`src/rtl/dmem_arb_pkg.sv`:
```
`default_nettype none
// ============================================================================
// Module      : dmem_arb_pkg
// Description : Shared types and default sizes for the data-memory arbiter.
// Revision    : 1.0 - initial release
// ============================================================================
package dmem_arb_pkg;

    localparam int c_def_aw           = 8;
    localparam int c_def_dw           = 8;
    localparam int c_def_starve_limit = 4;

    typedef enum logic [0:0] {
        IDLE     = 1'b0,
        LD_BURST = 1'b1
    } arb_state_e;

    typedef enum logic [1:0] {
        GNT_NONE = 2'd0,
        GNT_CPU  = 2'd1,
        GNT_LD   = 2'd2
    } grant_e;

endpackage
`default_nettype wire

```
`src/rtl/dmem_arb_fsm.sv`:
```
`default_nettype none
// ============================================================================
// Module      : dmem_arb_fsm
// Description : Arbitration state, optional loader starvation counter and
//               per-cycle grant decode. Starvation guard: DMEM_ARB_STARVE_GUARD_EN.
// Revision    : 1.0 - initial release
// ============================================================================
module dmem_arb_fsm
    import dmem_arb_pkg::*;
#(
    parameter int STARVE_LIMIT = c_def_starve_limit
) (
    input  logic       Clk,
    input  logic       Rst_n,
    input  logic       cpu_req,
    input  logic       ld_req,
    input  logic       ld_lock,
    output logic [1:0] grant
);

    arb_state_e r_state;
    arb_state_e w_state_nxt;
    grant_e     w_grant;
    logic       w_starved;

`ifdef DMEM_ARB_STARVE_GUARD_EN
    localparam int c_CNT_W = $clog2(STARVE_LIMIT + 1);

    logic [c_CNT_W-1:0] r_starve_cnt;

    assign w_starved = (r_starve_cnt >= c_CNT_W'(STARVE_LIMIT));

    // Counts IDLE cycles where the loader asked but the CPU won
    always_ff @(posedge Clk or negedge Rst_n) begin
        if (!Rst_n) begin
            r_starve_cnt <= '0;
        end else if (w_grant == GNT_LD) begin
            r_starve_cnt <= '0;
        end else if ((r_state == IDLE) && ld_req && !w_starved) begin
            r_starve_cnt <= r_starve_cnt + 1'b1;
        end
    end
`else
    // Strict CPU priority: the limit never takes effect
    assign w_starved = (STARVE_LIMIT < 0);
`endif

    always_ff @(posedge Clk or negedge Rst_n) begin
        if (!Rst_n) begin
            r_state <= IDLE;
        end else begin
            r_state <= w_state_nxt;
        end
    end

    always_comb begin
        w_state_nxt = r_state;
        w_grant     = GNT_NONE;
        case (r_state)
            IDLE: begin
                if (ld_req && w_starved) begin
                    w_grant = GNT_LD;
                end else if (cpu_req) begin
                    w_grant = GNT_CPU;
                end else if (ld_req) begin
                    w_grant = GNT_LD;
                end
                if ((w_grant == GNT_LD) && ld_lock) begin
                    w_state_nxt = LD_BURST;
                end
            end
            LD_BURST: begin
                if (ld_req) begin
                    w_grant = GNT_LD;
                end
                if (!ld_req || !ld_lock) begin
                    w_state_nxt = IDLE;
                end
            end
            default: w_state_nxt = IDLE;
        endcase
        // No grant at all while reset is asserted
        if (!Rst_n) begin
            w_grant = GNT_NONE;
        end
    end

    assign grant = w_grant;

endmodule
`default_nettype wire

```
`src/rtl/dmem_arbiter.sv`:
```
`default_nettype none
// ============================================================================
// Module      : dmem_arbiter
// Description : Shares the single-port data memory between the CPU MEM stage
//               and the loader port. Optional guard: DMEM_ARB_STARVE_GUARD_EN.
// Revision    : 1.0 - initial release
// ============================================================================
module dmem_arbiter
    import dmem_arb_pkg::*;
#(
    parameter int AW           = c_def_aw,
    parameter int DW           = c_def_dw,
    parameter int STARVE_LIMIT = c_def_starve_limit
) (
    input  logic          Clk,
    input  logic          Rst_n,
    input  logic          cpu_req,
    input  logic          cpu_we,
    input  logic          cpu_sp,
    input  logic [AW-1:0] cpu_addr,
    input  logic [AW-1:0] cpu_spv,
    input  logic [DW-1:0] cpu_wdata,
    output logic          cpu_ready,
    output logic [DW-1:0] cpu_rdata,
    output logic          cpu_rvalid,
    input  logic          ld_req,
    input  logic          ld_we,
    input  logic          ld_lock,
    input  logic [AW-1:0] ld_addr,
    input  logic [DW-1:0] ld_wdata,
    output logic          ld_ready,
    output logic [DW-1:0] ld_rdata,
    output logic          ld_rvalid,
    output logic          mem_we,
    output logic          mem_wsp,
    output logic [AW-1:0] mem_sp,
    output logic [AW-1:0] mem_a,
    output logic [DW-1:0] mem_wd,
    input  logic [DW-1:0] mem_rd,
    input  logic [DW-1:0] mem_x
);

    logic [1:0]    w_grant_raw;
    grant_e        w_grant;
    logic          w_cpu_gnt;
    logic          w_ld_gnt;
    logic          w_we;
    logic          w_wsp;
    logic [AW-1:0] w_mem_a;
    logic [AW-1:0] w_mem_sp;
    logic [DW-1:0] w_mem_wd;
    logic [AW-1:0] r_mem_a;
    logic [AW-1:0] r_mem_sp;
    logic [DW-1:0] r_mem_wd;
    logic [DW-1:0] r_cpu_rdata;
    logic          r_cpu_rvalid;
    logic [DW-1:0] r_ld_rdata;
    logic          r_ld_rvalid;

    dmem_arb_fsm #(
        .STARVE_LIMIT (STARVE_LIMIT)
    ) u_fsm (
        .Clk     (Clk),
        .Rst_n   (Rst_n),
        .cpu_req (cpu_req),
        .ld_req  (ld_req),
        .ld_lock (ld_lock),
        .grant   (w_grant_raw)
    );

    assign w_grant   = grant_e'(w_grant_raw);
    assign w_cpu_gnt = (w_grant == GNT_CPU);
    assign w_ld_gnt  = (w_grant == GNT_LD);

    // Address/data outputs keep their last value on cycles with no grant
    always_comb begin
        w_mem_a  = r_mem_a;
        w_mem_sp = r_mem_sp;
        w_mem_wd = r_mem_wd;
        w_we     = 1'b0;
        w_wsp    = 1'b0;
        if (w_cpu_gnt) begin
            w_mem_wd = cpu_wdata;
            if (cpu_sp) begin
                w_mem_sp = cpu_spv;
                w_wsp    = cpu_we;
            end else begin
                w_mem_a = cpu_addr;
                w_we    = cpu_we;
            end
        end else if (w_ld_gnt) begin
            w_mem_a  = ld_addr;
            w_mem_wd = ld_wdata;
            w_we     = ld_we;
        end
    end

    always_ff @(posedge Clk or negedge Rst_n) begin
        if (!Rst_n) begin
            r_mem_a      <= '0;
            r_mem_sp     <= '0;
            r_mem_wd     <= '0;
            r_cpu_rdata  <= '0;
            r_cpu_rvalid <= 1'b0;
            r_ld_rdata   <= '0;
            r_ld_rvalid  <= 1'b0;
        end else begin
            r_mem_a      <= w_mem_a;
            r_mem_sp     <= w_mem_sp;
            r_mem_wd     <= w_mem_wd;
            r_cpu_rvalid <= w_cpu_gnt && !cpu_we;
            r_ld_rvalid  <= w_ld_gnt && !ld_we;
            if (w_cpu_gnt && !cpu_we) begin
                r_cpu_rdata <= cpu_sp ? mem_x : mem_rd;
            end
            if (w_ld_gnt && !ld_we) begin
                r_ld_rdata <= mem_rd;
            end
        end
    end

    // Write strobes are gated by reset directly so nothing lands mid-reset
    assign mem_we     = w_we && Rst_n;
    assign mem_wsp    = w_wsp && Rst_n;
    assign mem_a      = w_mem_a;
    assign mem_sp     = w_mem_sp;
    assign mem_wd     = w_mem_wd;
    assign cpu_ready  = w_cpu_gnt;
    assign ld_ready   = w_ld_gnt;
    assign cpu_rdata  = r_cpu_rdata;
    assign cpu_rvalid = r_cpu_rvalid;
    assign ld_rdata   = r_ld_rdata;
    assign ld_rvalid  = r_ld_rvalid;

endmodule
`default_nettype wire

```
`config.mk`:
```
export PLATFORM = sky130hd
export DESIGN_NAME = dmem_arbiter
export DESIGN_NICKNAME = d
export VERILOG_FILES = /design/src/rtl/dmem_arb_pkg.sv /design/src/rtl/dmem_arb_fsm.sv /design/src/rtl/dmem_arbiter.sv
export SDC_FILE = /design/constraint.sdc
export NUM_CORES = 1
export LEC_CHECK = 0
export BUFFER_PORTS_ARGS = -buffer_cell sky130_fd_sc_hd__buf_2
export CAP_MARGIN = 20
export CORE_UTILIZATION = 35
export DETAILED_ROUTE_END_ITERATION = 8
export PLACE_DENSITY = 0.62
export SLEW_MARGIN = 20
export SYNTH_ARGS = -nofsm -noshare
export SYNTH_HDL_FRONTEND = slang
export SYNTH_SLANG_ARGS = --single-unit
```
`constraint.sdc`:
```
create_clock -name Clk -period 2.5 [get_ports Clk]
set_clock_uncertainty 0.15 [all_clocks]
set_input_delay 0.375 -clock Clk [delete_from_list [all_inputs] [get_ports Clk]]
set_output_delay 0.375 -clock Clk [all_outputs]
set_load 0.01 [all_outputs]
```
==> metrics.md <==
| Metric | Value |
|---|---|
| Number of global-route vias before repair | 1,697 |
| Layout cells sized above 1 | 0.505 |
| Clock-pin slew on the worst setup and hold paths | 0.08 ns |
| Period utilization | 0.881 |
| Distinct cell type count after synthesis | 22 |
| Peak supply drop | 0.000368 V |
| CP Capture Type | output port |
| Detailed Routing Iterations Pass 1 | 4 |
| Share of the synthesized area in the top cell type | 0.557 |
| Core area | 5200 um2 |
| Most frequent cells after synthesis | dfrtp_1 (43), o21ai_0 (24), mux2_2 (16), mux2i_1 (16), nor3_1 (16) |
| Synth area leader | dfrtp_1 |
| GPL Wtd Cong | about 0.78 |
| Post CTS Setup Buffer Count | 0 |
| Final setup fails | 0 |
| Cell with the most instances after synthesis | dfrtp_1 |
| DR vias | 1,732 |
| DIE HEIGHT | 76.3 um |
| Leak | around 1.3 nW |
| Pin count of the biggest net entering global routing | 28 |
| # IOs | 110 |
| CTS Buf Count | 5 |
| Post-Syn Area | 1930 um2 |
| Status | complete, no violations |
| Detail Placement HPWL | 3.57 mm |
| Deepest clock path buffer count | 2 |
| DIE AREA | 5820 um2 |
| RSZ-0062 raised after global routing | no |
| Post-cts repair resize count | 0 |
| Crit path time final | 2.20 ns |
| Crit Path Class | register to output port |
| Multi-input logic area | 791 um2 |
| Setup Total Neg Slack | 0 ns |
| Sequential area share after synthesis | 0.557 |
| Min-delay worst type | primary input to register |
| Asr flop ratio synth | 1.00 |
| Port Buffers | 109 |
| Worst-Margin Slew | 0.552 ns |
| Synthesis-to-layout area growth | 39.0% |
| CTS HTree Levels | 2 |
| Final Max Slew Viols | 0 |
| Vias per std cell | between 4 and 5 |
| Pwr Density | a little under 700 nW/um2 |
| FF+latch count, synth | 43 |
| DRC violation count after routing | 0 |
| Peak Freq | 454 MHz |
| Synth area leaders | dfrtp_1 (56%), mux2_2 (9.3%), mux2i_1 (8.3%) |
| Row cnt | 26 |
| Die width | ~76 um |
| Max-cap violations | 0 |
| Final net count | ~350 |
| Filler cell count in the final layout | 496 |
| CTS tree | yes |
| Initial DRC Count | 50 |
| GRT Overall Usage | 0.180 |
| Initial antenna violation count | 0 |
| Avg WL per Cell | 13.7 um |
| Final Power | between 0.0015 and 0.002 W |
| Syn nets | 238 |
| Total routed wirelength | about 5 mm |
| Worst-path maximum fanout | 19 |
| CP required | slightly below 2 ns |
| CTS Sinks | 43 |
| # diodes | 0 |
| Total gr overflow | 0 |
| Root Driver | clkbuf_8 |
| Syn. warnings | 0 |
| Number of enable flip-flop cells after synthesis | 0 |
| Worst-Skew Late Latency | 0.29 ns |
| Register Area | around 1100 um2 |
| Post-synth top flop | dfrtp_1 |
| Max-slew headroom | 0.631 |
| Final ANT Viol Nets | 0 |
| Endpoints failing hold | 0 |
| Syn Area/Cell | approximately 11 um2 |
| Hold buffers post-CTS | 1 |
| Worst EP arrival | 1.68 ns |
| Crit path launch type | register |
| First-pass GRT wire length | 8.25 mm |
| Synth Instances | 174 |
| Initial core utilization | 0.371 |
==> kinds of logic after synthesis <==
| group | after synthesis | synth area share |
|---|---|---|
| buffers and inverters | 13 | 0.0337 |
| AND/OR/NAND/NOR | 46 | 0.124 |
| AO/OA/AOI/OAI | 40 | 0.109 |
| flip-flops | 43 | 0.557 |
| multiplexers | 32 | 0.176 |
==> registers in the layout (all words and copies together) (netlist names) <==
signal / cells
cpu_rvalid: 1
ld_rdata: 8
u_fsm.r_state: 1
cpu_rdata: 8
ld_rvalid: 1
r_mem_a: 8
r_mem_sp: 8
r_mem_wd: 8
==> final timing paths <==
kind                                              start                 endpoint  slack [ns]  cells after the start
worst max-delay path            u_fsm.r_state$_DFF_PN0_                mem_wd[0]        0.30                      4
worst min-delay path                            ld_lock  u_fsm.r_state$_DFF_PN0_        0.16                      3
worst max register to register  u_fsm.r_state$_DFF_PN0_  ld_rdata[3]$_DFFE_PN0P_        0.80                      3
worst min register to register    r_mem_sp[4]$_DFF_PN0_    r_mem_sp[4]$_DFF_PN0_        0.35                      1
max in group asynchronous                         Rst_n    r_mem_sp[6]$_DFF_PN0_        1.37                      3
min in group asynchronous                         Rst_n  u_fsm.r_state$_DFF_PN0_        0.50                      3
==> worst max-delay path, stage by stage, from the launching register on <==
cell and delay, ns:
dfrtp_1 0.42, nor2b_4 0.42, nor3_1 0.09, o21ai_0 0.26, buf_2 0.18
==> power breakdown <==
| group | switching, W | leakage (nW) | internal (W) |
|---|---|---|---|
| Combinational | 0.000257 | 0.786 | 0.000233 |
| Clock | 0.000238 | 0.0505 | 0.000251 |
| Sequential | 0.0000462 | 0.504 | 0.000820 |
| Total | 0.000541 | 1.34 | 0.00130 |
==> cells in the final DEF, fill, tap and decap left out, types with 2 or more instances in the layout <==
cell      instances
clkbuf_8          7
buf_4             9
o22ai_1           8
mux2i_1          16
mux2_2           16
nor3_1           16
nor2_1           10
nand3b_1          2
o21ai_0          24
buf_2           109
dfrtp_1          43
nand2_1          11
a21oi_1           8
==> layer usage <==
layer | wire length [um] | vias up | track usage
li1 | - | 852 | -
met3 | 272 | 4 | 0.0431
met2 | 2410 | 64 | 0.295
met1 | 2200 | 812 | 0.235
met5 | 0 | - | 0
met4 | 23 | 0 | 0.0519
==> layout make-up <==
cell class | instances | share of cell area
clock buffer | 7 | 0.0359
clock inverter | 1 | 0.00280
inverter | 1 | 0.00140
multi-input combinational | 118 | 0.295
sequential | 43 | 0.401
tap | 70 | 0.0326
timing repair buffer | 119 | 0.232
==> metrics by stage <==
step / std cells / util / hold WS, ns / setup WS (ns) / instance area [um2]
after floorplan: 174 / - / -0.0706 / 0.684 / 1930
after global placement: 350 / 0.494 / 0.283 / 0.538 / 2570
after detailed placement: 350 / 0.494 / 0.258 / 0.497 / 2570
after CTS: 359 / 0.516 / 0.149 / 0.252 / 2690
after global routing: 359 / 0.516 / 0.141 / 0.0990 / 2690
final: 359 / 0.516 / 0.162 / 0.297 / 2690
Note: power is estimated with default switching activity, not from simulation.
